### config.mk
export PLATFORM = sky130hd
export DESIGN_NAME = lifo_cmd_seq
export DESIGN_NICKNAME = d
export VERILOG_FILES = /design/src/rtl/lifo_cmd_seq.sv
export SDC_FILE = /design/constraint.sdc
export NUM_CORES = 1
export LEC_CHECK = 0
export ABC_AREA = 1
export CELL_PAD_IN_SITES_DETAIL_PLACEMENT = 0
export CELL_PAD_IN_SITES_GLOBAL_PLACEMENT = 1
export CORE_AREA = 2 2 50 64
export CTS_CLUSTER_SIZE = 16
export DETAILED_ROUTE_END_ITERATION = 8
export DIE_AREA = 0 0 52 66
export PLACE_DENSITY = 0.82
export SLEW_MARGIN = 20
export SYNTH_ARGS = -nofsm -noshare
export SYNTH_HDL_FRONTEND = slang
export SYNTH_SLANG_ARGS = --single-unit
export TNS_END_PERCENT = 1
### constraint.sdc
create_clock -name Clk -period 4 [get_ports Clk]
set_clock_uncertainty 0.2 [all_clocks]
set_input_delay 0.6 -clock Clk [delete_from_list [all_inputs] [get_ports Clk]]
set_output_delay 0.6 -clock Clk [all_outputs]
set_load 0.02 [all_outputs]
### src/rtl/lifo_cmd_seq.sv
`default_nettype none
// ============================================================================
// Module   : lifo_cmd_seq
// Purpose  : Command sequencer in front of a LIFO with a one-cycle EN strobe.
//            It accepts push/pop requests over valid/ready handshakes and
//            issues one LIFO operation at a time. It returns popped data, or
//            an underflow error, over a held response channel.
// Revision : 1.0 - initial release
//
// Optional feature macro: LIFO_CMD_SEQ_STATS_EN
//   When defined, adds the saturating 8-bit statistics outputs
//   push_cnt / pop_cnt / uflow_cnt.
//
// Ports
//   Clk, Rst          : single clock, synchronous active-high reset
//   push_valid/ready  : push request handshake, payload push_data[WIDTH]
//   pop_valid/ready   : pop request handshake (pop has priority over push)
//   rsp_valid/ready   : response handshake; rsp_data[WIDTH], rsp_err=underflow
//   lifo_dataIn/RW/EN : command outputs to the LIFO (RW: 0 push, 1 pop)
//   lifo_dataOut      : read data from the LIFO
//   lifo_EMPTY/FULL   : LIFO status inputs
//   push_cnt/pop_cnt/uflow_cnt : statistics (only with LIFO_CMD_SEQ_STATS_EN)
// ============================================================================
module lifo_cmd_seq #(
  parameter int WIDTH = 4,
  parameter int DEPTH = 8
) (
  input  logic             Clk,
  input  logic             Rst,
  input  logic             push_valid,
  input  logic [WIDTH-1:0] push_data,
  output logic             push_ready,
  input  logic             pop_valid,
  output logic             pop_ready,
  output logic             rsp_valid,
  output logic [WIDTH-1:0] rsp_data,
  output logic             rsp_err,
  input  logic             rsp_ready,
  output logic [WIDTH-1:0] lifo_dataIn,
  output logic             lifo_RW,
  output logic             lifo_EN,
  input  logic [WIDTH-1:0] lifo_dataOut,
  input  logic             lifo_EMPTY,
`ifdef LIFO_CMD_SEQ_STATS_EN
  input  logic             lifo_FULL,
  output logic [7:0]       push_cnt,
  output logic [7:0]       pop_cnt,
  output logic [7:0]       uflow_cnt
`else
  input  logic             lifo_FULL
`endif
);

  localparam int CNT_W = $clog2(DEPTH + 1);
  localparam logic [CNT_W-1:0] C_DEPTH = CNT_W'(DEPTH);

  typedef enum logic [2:0] {
    IDLE     = 3'd0,
    PUSH_ISS = 3'd1,
    POP_ISS  = 3'd2,
    POP_WAIT = 3'd3,
    RESP     = 3'd4
  } state_t;

  state_t           state_q,     state_d;
  logic [CNT_W-1:0] count_q,     count_d;
  logic             lifo_en_q,   lifo_en_d;
  logic             lifo_rw_q,   lifo_rw_d;
  logic [WIDTH-1:0] lifo_din_q,  lifo_din_d;
  logic             rsp_valid_q, rsp_valid_d;
  logic [WIDTH-1:0] rsp_data_q,  rsp_data_d;
  logic             rsp_err_q,   rsp_err_d;

  logic w_idle;
  logic w_pop_acc;
  logic w_push_acc;
  logic w_underflow;

  // Handshakes are only offered in IDLE and never while reset is asserted.
  // A pending pop request masks push_ready so pop always wins.
  assign w_idle      = (state_q == IDLE) && !Rst;
  assign pop_ready   = w_idle;
  assign push_ready  = w_idle && !pop_valid && (count_q < C_DEPTH) && !lifo_FULL;
  assign w_pop_acc   = pop_valid && pop_ready;
  assign w_push_acc  = push_valid && push_ready;
  // Either the local occupancy count or the LIFO itself reporting empty
  // turns the pop into an underflow that never touches the LIFO.
  assign w_underflow = (count_q == '0) || lifo_EMPTY;

  always_comb begin
    state_d     = state_q;
    count_d     = count_q;
    lifo_en_d   = 1'b0;      // EN is a single-cycle strobe
    lifo_rw_d   = lifo_rw_q; // RW and dataIn hold their last value
    lifo_din_d  = lifo_din_q;
    rsp_valid_d = rsp_valid_q;
    rsp_data_d  = rsp_data_q;
    rsp_err_d   = rsp_err_q;

    case (state_q)
      IDLE: begin
        if (w_pop_acc) begin
          if (w_underflow) begin
            state_d     = RESP;
            rsp_valid_d = 1'b1;
            rsp_data_d  = '0;
            rsp_err_d   = 1'b1;
          end else begin
            state_d   = POP_ISS;
            lifo_en_d = 1'b1;
            lifo_rw_d = 1'b1;
          end
        end else if (w_push_acc) begin
          // Registering the payload here makes it appear on lifo_dataIn
          // in the same cycle as the EN strobe.
          state_d    = PUSH_ISS;
          lifo_en_d  = 1'b1;
          lifo_rw_d  = 1'b0;
          lifo_din_d = push_data;
        end
      end
      PUSH_ISS: begin
        if (count_q < C_DEPTH) count_d = count_q + CNT_W'(1);
        state_d = IDLE;
      end
      POP_ISS: begin
        if (count_q != '0) count_d = count_q - CNT_W'(1);
        state_d = POP_WAIT;
      end
      POP_WAIT: begin
        // The LIFO presents the popped word the cycle after the EN strobe.
        rsp_data_d  = lifo_dataOut;
        rsp_err_d   = 1'b0;
        rsp_valid_d = 1'b1;
        state_d     = RESP;
      end
      RESP: begin
        if (rsp_ready) begin
          rsp_valid_d = 1'b0;
          state_d     = IDLE;
        end
      end
      default: state_d = IDLE;
    endcase
  end

`ifdef LIFO_CMD_SEQ_STATS_EN
  logic [7:0] push_cnt_q,  push_cnt_d;
  logic [7:0] pop_cnt_q,   pop_cnt_d;
  logic [7:0] uflow_cnt_q, uflow_cnt_d;

  always_comb begin
    push_cnt_d  = push_cnt_q;
    pop_cnt_d   = pop_cnt_q;
    uflow_cnt_d = uflow_cnt_q;
    if ((state_q == PUSH_ISS) && (push_cnt_q != 8'hFF))
      push_cnt_d = push_cnt_q + 8'd1;
    if ((state_q == POP_ISS) && (pop_cnt_q != 8'hFF))
      pop_cnt_d = pop_cnt_q + 8'd1;
    if (w_pop_acc && w_underflow && (uflow_cnt_q != 8'hFF))
      uflow_cnt_d = uflow_cnt_q + 8'd1;
  end

  assign push_cnt  = push_cnt_q;
  assign pop_cnt   = pop_cnt_q;
  assign uflow_cnt = uflow_cnt_q;
`endif

  always_ff @(posedge Clk) begin
    if (Rst) begin
      state_q     <= IDLE;
      count_q     <= '0;
      lifo_en_q   <= 1'b0;
      lifo_rw_q   <= 1'b0;
      lifo_din_q  <= '0;
      rsp_valid_q <= 1'b0;
      rsp_data_q  <= '0;
      rsp_err_q   <= 1'b0;
`ifdef LIFO_CMD_SEQ_STATS_EN
      push_cnt_q  <= '0;
      pop_cnt_q   <= '0;
      uflow_cnt_q <= '0;
`endif
    end else begin
      state_q     <= state_d;
      count_q     <= count_d;
      lifo_en_q   <= lifo_en_d;
      lifo_rw_q   <= lifo_rw_d;
      lifo_din_q  <= lifo_din_d;
      rsp_valid_q <= rsp_valid_d;
      rsp_data_q  <= rsp_data_d;
      rsp_err_q   <= rsp_err_d;
`ifdef LIFO_CMD_SEQ_STATS_EN
      push_cnt_q  <= push_cnt_d;
      pop_cnt_q   <= pop_cnt_d;
      uflow_cnt_q <= uflow_cnt_d;
`endif
    end
  end

  assign lifo_EN     = lifo_en_q;
  assign lifo_RW     = lifo_rw_q;
  assign lifo_dataIn = lifo_din_q;
  assign rsp_valid   = rsp_valid_q;
  assign rsp_data    = rsp_data_q;
  assign rsp_err     = rsp_err_q;

endmodule
`default_nettype wire

==> flow_summary.toml, run 1 <==
[drt]
totalWireLength_um = 2230
firstDrtPassIters = 4
avgViaCountPerCell = 4.68
wl_per_cell_um = 11.2
vias = 927
ant_nets = 0
remaining_drc_errors = 0
first_iter_violations = 20

[min_path]
hold_path.class = "reg -> reg"
min_to = "rsp_valid$_SDFFE_PP0P_"
holdPathStages = 2
hp-start = "rsp_valid$_SDFFE_PP0P_"

[place]
placed_cell_area_mm2 = 0.00124
dp_hpwl_um = 1770
dpl_worst_slack_ns = 0.668
gp_congestion = 0.779
portBuffers = 28

[logic_synthesis]
ys_seq_elements = 19
ys_types = 24
syn_area_um2 = 936
syn_area_per_cell_um2 = 7.04
ys_seq_area_share_pct = 40.6
synthCells = 133
synth.yosys.warnings = 0
syn-num-nets = 151

[sta]
hold_viol = 0
fin_crit_sh_pct = 82.7
maxSlewViolCount = 0
slew-limit-headroom_pct = 77.5
rsz0062_at_grt = "false"
max_freq_mhz = 302
setup_slack_ns = 0.694
holdWs_ns = 0.285
finalSetupViolations = 0
worst_pin_slew_ns = 0.337
fin_setup_tns_ns = 0
fin_crit_ns = 3.31

[critical_path]
cp_data_required_time_ns = 3.20
cp_max_fo = 11
cp_cell_sequence = "clkdlybuf4s50_1 -> inv_1 -> nand3_2 -> inv_2 -> and2_4 -> clkdlybuf4s50_1"
cp_common_cell = "clkdlybuf4s50_1"
endpoint_kind = "output pin"
r2r_start = "state_q[1]$_SDFFE_PP0P_"
r2r_slack_ns = 2.12
crit_path_start_kind = "primary input"
cp_num_buf_inv = 4
critPathLaunch = "Rst"
crit_slowest_cell = "clkdlybuf4s50_1"
cp.arrival_ns = 2.51
max_stage_delay_ns = 0.60
critPathKind = "in -> out"
r2r-end = "count_q[2]$_SDFFE_PP0P_"
cp.depth = 6
ff2ff_path_depth = 8
crit_family = "buffers and inverters"

[clocking]
clkSlewWorstSetupHoldPaths_ns = 0.10
clk_latency_ns = 0.29
post_cts_buffers = 0
htree_levels = 1
clockBufferDepth = 2
numCtsBuffers = 3
postCtsHoldBufs = 0
root_buffer = "clkbuf_4"
ctsResizeCount = 0
clock_sinks = 19
cts_tree = "built"

[die]
core_mm2 = 0.00284
start_util_pct = 33.0
rows = 22
pin_count = 29
die_h_um = 66
dieArea_mm2 = 0.00343
die_w_um = 52

[grt]
grt_pass1_vias = 940
grt_max_degree = 12
grt_pass1_wl_um = 3690
overflow = 0
antenna_found_initial = 0
grt_util_all_layers_pct = 14.5

[finish]
nets = 181
post-route-util_pct = 44.7
final_area_mm2 = 0.00127
drive_gt1_share_pct = 6.17
area_delta_synth_final_pct = 35.4
diodes = 0

[run_status]
outcome = "complete, no violations"

[power]
ir_drop_mv = 0.181
leakagePower_nw = 0.537
power.density_mw_per_mm2 = 336

[job]
cap_viol_max_count = 0
cell usage after synthesis (all sizes together):
cell | instances | area share (%)
o31ai | 1 | 0.80
nand4 | 1 | 0.67
inv | 19 | 7.6
nor3 | 4 | 3.3
ha | 2 | 2.7
nand2 | 29 | 12
fa | 1 | 2.1
o211ai | 1 | 0.80
nor2 | 20 | 8.3
clkbuf | 1 | 0.40
and2 | 1 | 0.94
xor2 | 1 | 0.94
nand3 | 13 | 7.5
buf | 2 | 1.7
dfxtp | 19 | 41
a21oi | 12 | 6.4
o21ai | 6 | 3.2
state kept, by name, indices dropped and copies added (netlist names):
name,cells
count_q,4
lifo_EN,1
lifo_RW,1
lifo_dataIn,4
rsp_data,4
rsp_err,1
rsp_valid,1
state_q,3
layout by cell type, fill, tap and decap left out, drive strengths merged:
cell	Yosys	layout
inv	19	19
and2	1	1
nand3	13	13
ha	2	2
nand2	29	29
dfxtp	19	19
o31ai	1	1
clkbuf	1	4
nor3	4	4
nor2	20	20
fa	1	1
a21oi	12	12
nand4	1	1
clkdlybuf4s50	0	28
o211ai	1	1
xor2	1	1
o21ai	6	6
how the worst max path moves through the flow:
stage	endpoint
3_3_place_gp	push_ready
5_1_grt	push_ready
3_5_place_dp	push_ready
4_1_cts	push_ready
6_report	push_ready
2_1_floorplan	push_ready
layer usage:
metal	track usage (%)	wire length (um)	vias up
li1	-	-	485
met1	15.8	967	419
met2	26.1	1140	18
met3	2.94	72	5
met4	6.91	47	0
met5	0	0	-
area by class of cell:
class,instances,area (um^2)
multi-input cells,92,464
fillers,313,1570
inverters,19,71.3
well taps,36,45.0
repair buffers,28,280
flip-flops and latches,19,380
clock buffers,4,26.3
logic make-up after synthesis:
kind of cell	synth area share [%]
AND/OR/NAND/NOR	32.6
adder cells (fa/ha/maj)	4.81
AO/OA/AOI/OAI	11.2
XOR/XNOR	0.936
buffers and inverters	9.76
flip-flops	40.6
report_power, final:
part / leakage (nW) / internal, mW / switching, mW / total (mW)
combinational: 0.367 / 0.0518 / 0.0658 / 0.118
sequential: 0.154 / 0.202 / 0.0107 / 0.213
clock: 0.0150 / 0.0389 / 0.0559 / 0.0948
total: 0.537 / 0.293 / 0.132 / 0.425
worst min-delay path, stage by stage (launching register included):
cell and delay, ns:
dfxtp_1 0.34, nor2_1 0.05, nor2_1 0.07
stage by stage:
stage | cells | total power [mW]
detailed placement | 194 | 0.336
CTS | 198 | 0.433
finish | 198 | 0.425
global placement | 194 | 0.335
floorplan | 133 | 0.291
global route | 198 | 0.459
(Power assumes the default switching activity.)
==> run 2, diff against run 1 <==
- CORE_AREA: 2 2 50 64 -> 2 2 55 70
- DIE_AREA: 0 0 52 66 -> 0 0 57 72
- PLACE_DENSITY: 0.82 -> 0.72
- clock period: 4 -> 3 ns (I/O delays scaled with it)
==> flow_summary.toml, run 2 (synthesized netlist as in run 1, its figures left out) <==
[sta]
maxSlewViolCount = 0
slew-limit-headroom_pct = 79.7
max_freq_mhz = 383
rsz0062_at_grt = "false"
fin_crit_sh_pct = 87.0
fin_crit_ns = 2.61
hold_viol = 0
fin_setup_tns_ns = 0
finalSetupViolations = 0
setup_slack_ns = 0.389
worst_pin_slew_ns = 0.304

[critical_path]
ff2ff_path_depth = 8
critPathKind = "in -> out"
r2r-end = "count_q[2]$_SDFFE_PP0P_"
cp_data_required_time_ns = 2.35
r2r_start = "state_q[1]$_SDFFE_PP0P_"
r2r_slack_ns = 1.11
endpoint_kind = "output pin"
cp.arrival_ns = 1.96
crit_path_start_kind = "primary input"
cp_max_fo = 5

[finish]
diodes = 0
drive_gt1_share_pct = 7.32
nets = 183
layout_common_cells = "28 x nand2_1, 28 x clkdlybuf4s50_1, 19 x nor2_1, 19 x dfxtp_1, 17 x inv_1"
stdcell_count = 203
area_delta_synth_final_pct = 39.4
fill_cells = 402

[clocking]
htree_levels = 1
cts_tree = "built"
root_buffer = "clkbuf_8"
post_cts_buffers = 0
numCtsBuffers = 3
clkSlewWorstSetupHoldPaths_ns = 0.07
ctsResizeCount = 0
clockBufferDepth = 2
postCtsHoldBufs = 0
clk_latency_ns = 0.25
clock_sinks = 19

[grt]
antenna_found_initial = 0
grt_util_all_layers_pct = 12.1
overflow = 0
grt_pass1_wl_um = 4000
grt_max_degree = 11
grt_pass1_vias = 964

[drt]
totalWireLength_um = 2290
remaining_drc_errors = 0
wl_per_cell_um = 11.3
first_iter_violations = 9
firstDrtPassIters = 4
vias = 920
avgViaCountPerCell = 4.53
ant_nets = 0

[place]
dpl_worst_slack_ns = 0.382
gp_congestion = 0.758
portBuffers = 28
dp.cells = 199
dp_hpwl_um = 1830

[die]
dieArea_mm2 = 0.00410
start_util_pct = 27.3
die_w_um = 57
pin_count = 29
die_h_um = 72
rows = 24
core_mm2 = 0.00342

[run_status]
outcome = "complete, no violations"

[power]
seq_power_share_pct = 46.1
power.total_mw = 0.616
pwr-share-clk_pct = 28.3
sw_frac_of_total_pct = 29.5
leakagePower_nw = 0.554
internal_power_mw = 0.434
share_comb_of_total_power_pct = 25.6
power.density_mw_per_mm2 = 472
p_switching_mw = 0.182
ir_drop_mv = 0.282

[min_path]
hp-start = "rsp_valid$_SDFFE_PP0P_"
min_to = "rsp_valid$_SDFFE_PP0P_"
hold_path.class = "reg -> reg"
holdPathStages = 2

[job]
cap_viol_max_count = 0
## run 2: critical path, stage by stage
cell and delay, ns:
clkdlybuf4s50_1 0.42, nor3_1 0.26, and2_4 0.22, clkdlybuf4s50_1 0.61
## run 2: worst max-delay path by stage
stage / startpoint / endpoint / slack [ns] / depth (start not counted)
after floorplan: Rst / push_ready / 1.19 / 6
after global placement: Rst / push_ready / 0.44 / 6
after detailed placement: pop_valid / push_ready / 0.38 / 4
after CTS: pop_valid / push_ready / 0.38 / 4
after global routing: pop_valid / push_ready / 0.30 / 4
final: pop_valid / push_ready / 0.39 / 4
## run 2: power groups by stage
stage               combinational [mW]  clock [mW]  sequential (mW)
detailed placement               0.159           0            0.290
global placement                 0.158           0            0.290
finish                           0.158       0.174            0.284
CTS                              0.160       0.184            0.284
floorplan                       0.0896           0            0.298
global route                     0.179       0.194            0.287
## run 2: per-layer routing
| metal | part of all wire [%] | GRT usage (%) | wire [um] |
|---|---|---|---|
| met1 | 45 | 14.3 | 1020 |
| met2 | 50 | 20.8 | 1140 |
| met3 | 3.8 | 2.67 | 88 |
| met4 | 1.7 | 5.43 | 39 |
| met5 | 0 | 0 | 0 |
## run 2: final cells by class
type                       instances  area (um^2)  area share (%)
sequential                        19          380            29.1
clock buffer                       4         45.0            3.45
timing repair buffer              30          295            22.6
multi-input combinational         92          464            35.6
tap                               39         48.8            3.74
inverter                          19         71.3            5.47
## run 2: metrics by stage
step	util (%)	area [um^2]	hold slack, ns
2_1_floorplan	-	936	0.272
3_3_place_gp	36.8	1260	0.255
3_5_place_dp	36.8	1260	0.262
4_1_cts	38.1	1310	0.279
5_1_grt	38.1	1310	0.311
6_report	38.1	1310	0.273
